### src/rtl/mem_port_arbiter.sv
// mem_port_arbiter: arbitrates an instruction-fetch and a data requester onto a
// single-port synchronous RAM, returning read data one cycle after acceptance.
module mem_port_arbiter #(
  parameter int ADDR_WIDTH   = 12,
  parameter int DATA_WIDTH   = 12,
  parameter int STARVE_LIMIT = 4
) (
  input  logic                  clk,
  input  logic                  rst_n,
  input  logic                  if_req_valid,
  input  logic [ADDR_WIDTH-1:0] if_req_addr,
  output logic                  if_req_ready,
  output logic                  if_rsp_valid,
  output logic [DATA_WIDTH-1:0] if_rsp_data,
  input  logic                  d_req_valid,
  input  logic                  d_req_we,
  input  logic [ADDR_WIDTH-1:0] d_req_addr,
  input  logic [DATA_WIDTH-1:0] d_req_wdata,
  output logic                  d_req_ready,
  output logic                  d_rsp_valid,
  output logic [DATA_WIDTH-1:0] d_rsp_data,
  output logic [ADDR_WIDTH-1:0] mem_addr,
  output logic                  mem_write_enable,
  output logic [DATA_WIDTH-1:0] mem_data_in,
  input  logic [DATA_WIDTH-1:0] mem_data_out
);

  // A limit of 0 still needs a 1-bit counter; it simply never increments.
  localparam int               CNT_W = (STARVE_LIMIT < 1) ? 1 : $clog2(STARVE_LIMIT + 1);
  localparam logic [CNT_W-1:0] LIMIT = CNT_W'(STARVE_LIMIT);

  logic [CNT_W-1:0] r_starve_cnt;
  logic             r_if_rsp_valid;
  logic             r_d_rsp_valid;
  logic             w_conflict;
  logic             w_grant_d;
  logic             w_grant_f;

  assign w_conflict = if_req_valid && d_req_valid;

  // Grants are gated by rst_n so the RAM port and readies sit idle during reset.
  assign w_grant_d = rst_n && d_req_valid && (!if_req_valid || (r_starve_cnt < LIMIT));
  assign w_grant_f = rst_n && if_req_valid && !w_grant_d;

  assign if_req_ready = w_grant_f;
  assign d_req_ready  = w_grant_d;

  always_comb begin
    mem_addr         = '0;
    mem_write_enable = 1'b0;
    mem_data_in      = '0;
    if (w_grant_d) begin
      mem_addr         = d_req_addr;
      mem_write_enable = d_req_we;
      mem_data_in      = d_req_wdata;
    end else if (w_grant_f) begin
      mem_addr = if_req_addr;
    end
  end

  always_ff @(posedge clk or negedge rst_n) begin
    if (!rst_n) begin
      r_if_rsp_valid <= 1'b0;
      r_d_rsp_valid  <= 1'b0;
      r_starve_cnt   <= '0;
    end else begin
      r_if_rsp_valid <= w_grant_f;
      r_d_rsp_valid  <= w_grant_d && !d_req_we;
      if (w_conflict && w_grant_d) begin
        if (r_starve_cnt != LIMIT)
          r_starve_cnt <= r_starve_cnt + CNT_W'(1);
      end else begin
        r_starve_cnt <= '0;
      end
    end
  end

  assign if_rsp_valid = r_if_rsp_valid;
  assign d_rsp_valid  = r_d_rsp_valid;
  assign if_rsp_data  = mem_data_out;
  assign d_rsp_data   = mem_data_out;

endmodule

### config.mk
export PLATFORM = sky130hd
export DESIGN_NAME = mem_port_arbiter
export DESIGN_NICKNAME = d
export VERILOG_FILES = /design/src/rtl/mem_port_arbiter.sv
export SDC_FILE = /design/constraint.sdc
export NUM_CORES = 1
export LEC_CHECK = 0
export ABC_AREA = 1
export CORE_AREA = 2 2 41 43
export CTS_CLUSTER_DIAMETER = 200
export DETAILED_ROUTE_END_ITERATION = 8
export DIE_AREA = 0 0 43 45
export DONT_BUFFER_PORTS = 1
export PLACE_DENSITY = 0.59
export REMOVE_ABC_BUFFERS = 1
export SLEW_MARGIN = 30
export SYNTH_ARGS = -nofsm -noshare
export SYNTH_HDL_FRONTEND = slang
export SYNTH_SLANG_ARGS = --single-unit
### constraint.sdc
create_clock -name clk -period 2.9 [get_ports clk]
set_input_delay 0.58 -clock clk [delete_from_list [all_inputs] [get_ports clk]]
set_output_delay 0.58 -clock clk [all_outputs]
set_load 0.02 [all_outputs]
; After elaboration in Yosys (flattened, before gate mapping)
; Index checks and enable logic that the tools add are counted.
[totals]
regBits = 5
output_inout_bits = 53
[classes]
n_eq_ne = 2
reduce_logical = 11
add_sub_neg = 1
n_mux = 6
magnitude_cmp = 1
[ops]
columns = cell, n
row1 = $mux 12, 3
row2 = $logic_and 1x1->1, 7
row3 = $mux 3, 2
row4 = $add 3x1->3 const B, 1
row5 = $logic_not 1->1, 3
row6 = $lt 3x3->1 const B, 1
row7 = $ne 3x3->1 const B, 1
row8 = $ne 2x1->1 const B, 1
row9 = $logic_or 1x1->1, 1
row10 = $mux 1, 1

; Logic depth before layout (Yosys ltp)
; Gate-level depths: netlist (run 1).
[logic_depth]
depth_word = 7
depth_mapped = 6
mapped_depth_nobuf = 5

; Worst setup path before layout (run 1)
; No wires, ideal clock.
[synth_path]
kind = input -> output
from = input d_req_valid
to = output mem_data_in[10]
path_buffers = 1
path_slack_ps = 1066
path_stages = 5
required_ps = 2320
arrival_time_ps = 1254
path_cell_list = nand2_1 clkinv_1 nand2_2 buf_4 nor2_1
[synth_via]
elab_chain_len = 3
[synth_lines]
columns = element, line
row1 = "start, declared", 15  ; input logic d_req_valid,
row2 = $logic_and 1x1->1 (2 in series), 42  ; assign w_grant_d = rst_n && d_req_valid && (!if_req_valid || (r_starve_cnt < LIMIT));
row3 = $mux 12, 52  ; if (w_grant_d) begin
row4 = "end, declared", 24  ; output logic [DATA_WIDTH-1:0] mem_data_in,
; No other way between the ends.

; Final worst setup path (run 1)
[layout_path]
from = register r_starve_cnt[2]
to = output mem_addr[0]
[layout_via]
elab_chain_len = 7
[layout_lines]
columns = element, line
row1 = "start, declared", 32  ; logic [CNT_W-1:0] r_starve_cnt;
row2 = "start signal, assigned", 71  ; r_starve_cnt <= r_starve_cnt + CNT_W'(1);
row3 = $lt 3x3->1 *, 42
row4 = $logic_or 1x1->1 *, 42
row5 = $logic_and 1x1->1 *, 42
row6 = named net d_req_ready, 19  ; output logic d_req_ready,
row7 = $logic_not 1->1, 43  ; assign w_grant_f = rst_n && if_req_valid && !w_grant_d;
row8 = $logic_and 1x1->1, 43
row9 = $mux 12, 56  ; end else if (w_grant_f) begin
row10 = $mux 12 *, 52
row11 = "end, declared", 22  ; output logic [ADDR_WIDTH-1:0] mem_addr,
; The timed path passes the listed nets; every way through them passes the cells marked *.

==> summary.txt, run 1 <==
Logic synthesis
  – Fraction of registers with async set/reset: 100%
  – Yosys top cell by area: buf_4
  – Yosys reg bits: 5
  – Synth area leaders: buf_4 (29%), dfrtp_1 (18%), nand2_1 (16%)
  – Most common library cells after synthesis: nand2_1 (29), buf_4 (27), inv_1 (18), nor2_1 (16), nand3_1 (12)
  – Top-count cell post-synth: nand2_1
  – Top cell type's share of synthesized area: 29.2%
  – Yosys warning count: 0
  – Post-synth EDFFs: 0
  – Mapped Cells: 116
  – Yosys cell types: 13
  – Main synth FF type: dfrtp_1
  – Mapped Area: 693 um2
  – Syn Area/Cell: 5.98 um2
  – Sequential share of the synthesized area: 18.1%

Finish
  – Post-route cell area: 526 um2
  – Ant diodes: 0
  – Area delta synth->final: -24.2%
  – Nets@finish: 148
  – Share of layout cells above drive strength 1: 6.52%

Global routing
  – Largest net degree at the start of global routing: 27
  – Vias in the first global route: 403
  – GRT overflow: 0
  – Initial antenna violation count: 0
  – First-pass GRT wire length: 1950 um
  – GRT Util Overall: 14.3%

STA
  – Min Tclk post-route: 2180 ps
  – Worst-Margin Slew: 737 ps
  – Final setup vio count: 0
  – RSZ-0062 raised after global routing: no
  – Worst rel slew slack: 50.8%
  – Part of the cycle the worst path needs: 75.2%
  – Hold Violations, Final: 0
  – Max Freq: 458 MHz
  – Slew Limit Fails: 0
  – Setup TNS: 0 ps
  – Setup ws final: 719 ps
  – Post-Route Skew: 0.792 ps

Outcome
  – Outcome: finished, final reports clean

Clocking
  – Cts hold-fix bufs: 0
  – Post-CTS sizing: 0
  – CTS root buf: clkbuf_4
  – Worst skew pair latency: 240 ps
  – Post-CTS Setup Bufs: 0
  – TritonCTS clock tree: done
  – Clk pin slew, worst setup/hold paths: 40 ps
  – H-tree depth: 1
  – Max clock buf depth: 2
  – TritonCTS Buffers: 3
  – Clk sink count: 5

Placement
  – Post-DP Area: 499 um2
  – Worst slack, placed: 729 ps
  – GPL Wtd Cong: 0.601
  – Post-detail-place hpwl: 1260 um
  – IO Port Bufs: 0

Critical path
  – Setup crit start kind: register
  – Crit path DAT: 1600 ps
  – Worst Setup Path Type: reg -> out
  – CP Data Required Time: 2320 ps
  – Worst-path fanout max: 14
  – R2R cell count: 2
  – CP endpoint kind: primary output

Power and ir drop
  – Max VDD drop: 0.172 mV
  – Power per cell area: 410 mW/mm2
  – Pleak: 0.332 nW

Route
  – Vias: 566
  – Total wire length: 1580 um
  – Residual DRC: 0
  – Routed Antenna Nets: 0
  – DR pass1 iterations: 4
  – Via-to-Cell Ratio: 5.24
  – DR WL/cell: 14.6 um
  – DR iter-0 viols: 20

Die
  – Placeable Area: 0.00147 mm2
  – Die area: 0.00194 mm2
  – Die width: 43 um
  – Die H: 45 um
  – Row count: 14
  – Io pins: 106
  – Initial Util: 47.1%

Flow run
  – Max-cap viol count: 0

Hold path
  – Hold crit path type: in -> async
## critical path: stages, from the launching register on
cell	delay, ps
dfrtp_1	390
a21oi_2	590
nand2_1	150
nand2_1	230
## through the flow
stage	hold slack [ps]	util [%]	power, mW	cells
floorplan	284	-	0.130	88
global placement	285	33.9	0.136	104
detailed placement	285	33.9	0.137	104
CTS	22.0	35.7	0.221	108
global route	13.5	35.7	0.232	108
finish	34.0	35.7	0.215	108
## final timing paths
path | startpoint | to | slack, ps
max in group asynchronous | rst_n | d_rsp_valid$_DFF_PN0_ | 2800
hold / removal | rst_n | r_starve_cnt[1]$_DFFE_PN0P_ | 30
setup reg to reg | r_starve_cnt[2]$_DFFE_PN0P_ | if_rsp_valid$_DFF_PN0_ | 1420
hold reg to reg | r_starve_cnt[0]$_DFFE_PN0P_ | r_starve_cnt[0]$_DFFE_PN0P_ | 470
setup / recovery | r_starve_cnt[2]$_DFFE_PN0P_ | mem_addr[0] | 720
min in group clk | d_req_we | d_rsp_valid$_DFF_PN0_ | 400
## layout by cell type (no fill, tap or decap)
cell | netlist | layout
a21oi_2 | 1 | 1
clkbuf_1 | 0 | 1
clkbuf_4 | 0 | 3
clkinv_1 | 1 | 1
dfrtp_1 | 5 | 5
ha_1 | 2 | 2
inv_1 | 18 | 18
inv_2 | 1 | 1
nand2_1 | 29 | 29
nand2_2 | 1 | 1
nand3_1 | 12 | 12
nor2_1 | 16 | 16
nor3_1 | 2 | 2
## cell families (layout without fill, tap and decap cells)
logic type      Yosys count  in the layout  share of synthesized area [%]
simple gates             60             60                           35.4
fa+ha+maj                 2              2                           3.61
flops                     5              5                           18.1
buf+inv                  48             24                           41.7
compound gates            1              1                           1.26
## flip-flops by register name, indices dropped and copies added, names as in the netlist
| name | flops |
|---|---|
| r_starve_cnt | 3 |
| d_rsp_valid | 1 |
| if_rsp_valid | 1 |
## where the power goes
group / switching, mW / internal [mW]
clock network: 0.0281 / 0.0520
logic: 0.0498 / 0.0109
registers: 0.00266 / 0.0720
## cell type report
type | instances | area (um2)
flip-flops and latches | 5 | 125
clock buffers | 4 | 26.3
inverters | 20 | 75.1
multi-input cells | 63 | 279
well taps | 16 | 20.0
fillers | 164 | 946
## per-layer routing
metal,GRT usage [%],vias up,share of wire [%]
li1,-,267,-
met1,16.8,234,38
met2,15.8,65,43
met3,14.4,0,20
met4,5.45,0,0
met5,11.4,-,0
Power figures use the tool's default switching activity.
==> run 2: changes to the inputs <==
--- a/config.mk
+++ b/config.mk
@@ -11,7 +11,7 @@
 export DETAILED_ROUTE_END_ITERATION = 8
 export DIE_AREA = 0 0 43 45
 export DONT_BUFFER_PORTS = 1
-export PLACE_DENSITY = 0.59
+export PLACE_DENSITY = 0.61
 export REMOVE_ABC_BUFFERS = 1
 export SLEW_MARGIN = 30
 export SYNTH_ARGS = -nofsm -noshare
==> constraint.sdc (replaced) <==
create_clock -name clk -period 1.8 [get_ports clk]
set_input_delay 0.36 -clock clk [delete_from_list [all_inputs] [get_ports clk]]
set_output_delay 0.36 -clock clk [all_outputs]
set_load 0.02 [all_outputs]
==> summary.txt, run 2 (synthesis gave the netlist of run 1 again) <==
Finish
  – Post-route cell area: 548 um2 (+4.3%)
  – Nets@finish: 150 (+1.4%)
  – Largest reg by FF count: r_starve_cnt
  – Commonest non-fill, non-tap cell in the layout: nand2_1
  – Multi-input logic area: 284 um2 (+1.8%)
  – # fillers: 169 (+3.0%)
  – Ant diodes: 0 (unchanged)
  – Share of layout cells above drive strength 1: 7.45% (+0.93 points)
  – Max reg flops: 3 (unchanged)
  – Commonest non-fill, non-tap cells in the layout: nand2_1 (29), inv_1 (18), nor2_1 (16)
  – Area delta synth->final: -20.9%
  – Sequential cell area: 125 um2 (unchanged)

Placement
  – Post-detail-place hpwl: 1210 um (-3.8%)
  – GPL Wtd Cong: 0.622 (+3.5%)
  – Post-DP Area: 507 um2 (+1.5%)
  – IO Port Bufs: 0 (unchanged)

Route
  – Vias: 573 (+1.2%)
  – DR pass1 iterations: 4 (unchanged)
  – Total wire length: 1550 um (-1.9%)
  – Residual DRC: 0 (unchanged)
  – Via-to-Cell Ratio: 5.21 (-0.60%)
  – Routed Antenna Nets: 0 (unchanged)
  – DR iter-0 viols: 8 (-60%)
  – DR WL/cell: 14.1 um (-3.7%)

Global routing
  – Met2 usage: 14.5% (-1.2 points)
  – Vias in the first global route: 372 (-7.7%)
  – GRT overflow: 0 (unchanged)
  – Initial antenna violation count: 0 (unchanged)
  – GRT Util Overall: 14.4% (+0.18 points)
  – Gr busiest metal: met1
  – Met1 Usage GRT: 16.6% (-0.21 points)
  – First-pass GRT wire length: 1840 um (-5.7%)
  – GR Layer Usage met3: 16.0% (+1.6 points)
  – Largest net degree at the start of global routing: 27 (unchanged)

Critical path
  – Worst-path fanout max: 26 (+12)
  – Worst path bufs/invs: 0 (unchanged)
  – Worst Setup Path Type: reg -> out
  – Reg2reg start: r_starve_cnt[2]$_DFFE_PN0P_
  – CP endpoint kind: primary output
  – Setup crit start kind: register
  – Critical path's top delay family: simple AND/OR/NAND/NOR gates
  – Origin of the worst setup path: r_starve_cnt[2]$_DFFE_PN0P_
  – CP max-delay cell: dfrtp_1
  – CP cell instances: nand2_1, nand2_4, nor2_1
  – Crit path DAT: 1270 ps (-330 ps)
  – Slowest cell delay on critical path: 390 ps (-200 ps)
  – CP Data Required Time: 1440 ps (-880 ps)

STA
  – Hold Violations, Final: 0 (unchanged)
  – Worst-Margin Slew: 447 ps (-290 ps)
  – Worst rel slew slack: 70.1% (+19 points)
  – Post-Route Skew: 3.13 ps (+2.34 ps)
  – Max Freq: 612 MHz
  – Setup TNS: 0 ps (unchanged)
  – Part of the cycle the worst path needs: 90.8%
  – Final setup vio count: 0 (unchanged)
  – Slew Limit Fails: 0 (unchanged)
  – RSZ-0062 raised after global routing: no
  – Min Tclk post-route: 1630 ps

Outcome
  – Outcome: finished, final reports clean

Clocking
  – CTS root buf: clkbuf_4
  – Clk pin slew, worst setup/hold paths: 40 ps (about the same)
  – TritonCTS clock tree: done
  – Post-CTS Setup Bufs: 0 (unchanged)
  – TritonCTS Buffers: 3 (unchanged)
  – Worst skew pair latency: 250 ps (about the same)
  – Max clock buf depth: 2 (unchanged)
  – Clk sink count: 5 (unchanged)
  – H-tree depth: 1 (unchanged)

Power and ir drop
  – Power per cell area: 644 mW/mm2 (+57%)
  – Pleak: 0.342 nW (+3.1%)
  – Max VDD drop: 0.387 mV (+130%)
  – Overall power: 0.353 mW (+64%)

Hold path
  – Hold crit path type: in -> reg
  – Hold_sp: d_req_we

Die
  – Die width: 43 um (unchanged)
  – Row count: 14 (unchanged)
  – Io pins: 106 (unchanged)
  – Die area: 0.00194 mm2 (unchanged)
  – Initial Util: 47.1% (unchanged)
  – Die H: 45 um (unchanged)
  – Placeable Area: 0.00147 mm2 (unchanged)

Flow run
  – Max-cap viol count: 0 (unchanged)
-- run 2: cell count changes in the layout (fill, tap and decap cells not counted), sizes merged --
cell,change
dlygate4sd3,+1
buf,+1
-- run 2: metal layers --
| layer | vias to the layer above | share of wire (%) |
|---|---|---|
| met5 | - | 0 |
| met4 | 0 | 1.9 |
| met3 | 4 | 19 |
| met2 | 63 | 41 |
| met1 | 234 | 38 |
| li1 | 272 | - |
-- run 2: through the flow --
| stage | util [%] | instances | hold slack, ps | setup slack (ps) |
|---|---|---|---|---|
| 2_1_floorplan | - | 88 | 64.4 | 267 |
| 3_3_place_gp | 34.4 | 105 | 64.5 | 259 |
| 3_5_place_dp | 34.4 | 105 | 64.5 | 222 |
| 4_1_cts | 36.9 | 110 | 167 | 33.5 |
| 5_1_grt | 37.2 | 110 | 160 | 88.7 |
| 6_report | 37.2 | 110 | 173 | 165 |
-- run 2: layout make-up --
class | instances | area share, %
multi-input cells | 63 | 51.8
flip-flops and latches | 5 | 22.8
inverters | 20 | 13.7
clock buffers | 4 | 4.79
well taps | 16 | 3.65
repair buffers | 2 | 3.20
-- run 2: where the power goes --
| group | leakage [nW] | switching (mW) | internal [mW] |
|---|---|---|---|
| Sequential | 0.0680 | 0.00416 | 0.116 |
| Combinational | 0.259 | 0.0821 | 0.0208 |
| Clock | 0.0150 | 0.0458 | 0.0838 |
-- run 2: timing repair --
item	CTS	global route
gates resized for setup	0	1
endpoints found under the setup margin	0	20
hold buffers	1	0
hold endpoints to repair	5	0
-- run 2: worst paths after layout --
kind | slack, ps | to | cells past startpoint
max | 170 | mem_data_in[9] | 3
max in group asynchronous | 1200 | r_starve_cnt[1]$_DFFE_PN0P_ | 1
max reg2reg | 650 | if_rsp_valid$_DFF_PN0_ | 3
min in group asynchronous | 400 | r_starve_cnt[0]$_DFFE_PN0P_ | 1
min reg2reg | 480 | r_starve_cnt[0]$_DFFE_PN0P_ | 1
min | 170 | d_rsp_valid$_DFF_PN0_ | 1
==> run 3: changes to the inputs <==
--- a/config.mk
+++ b/config.mk
@@ -17,3 +17,4 @@
 export SYNTH_ARGS = -nofsm -noshare
 export SYNTH_HDL_FRONTEND = slang
 export SYNTH_SLANG_ARGS = --single-unit
+export TNS_END_PERCENT = 100
==> results of run 3 <==
No change in the layout: final DEF, timing and power equal those of run 2.
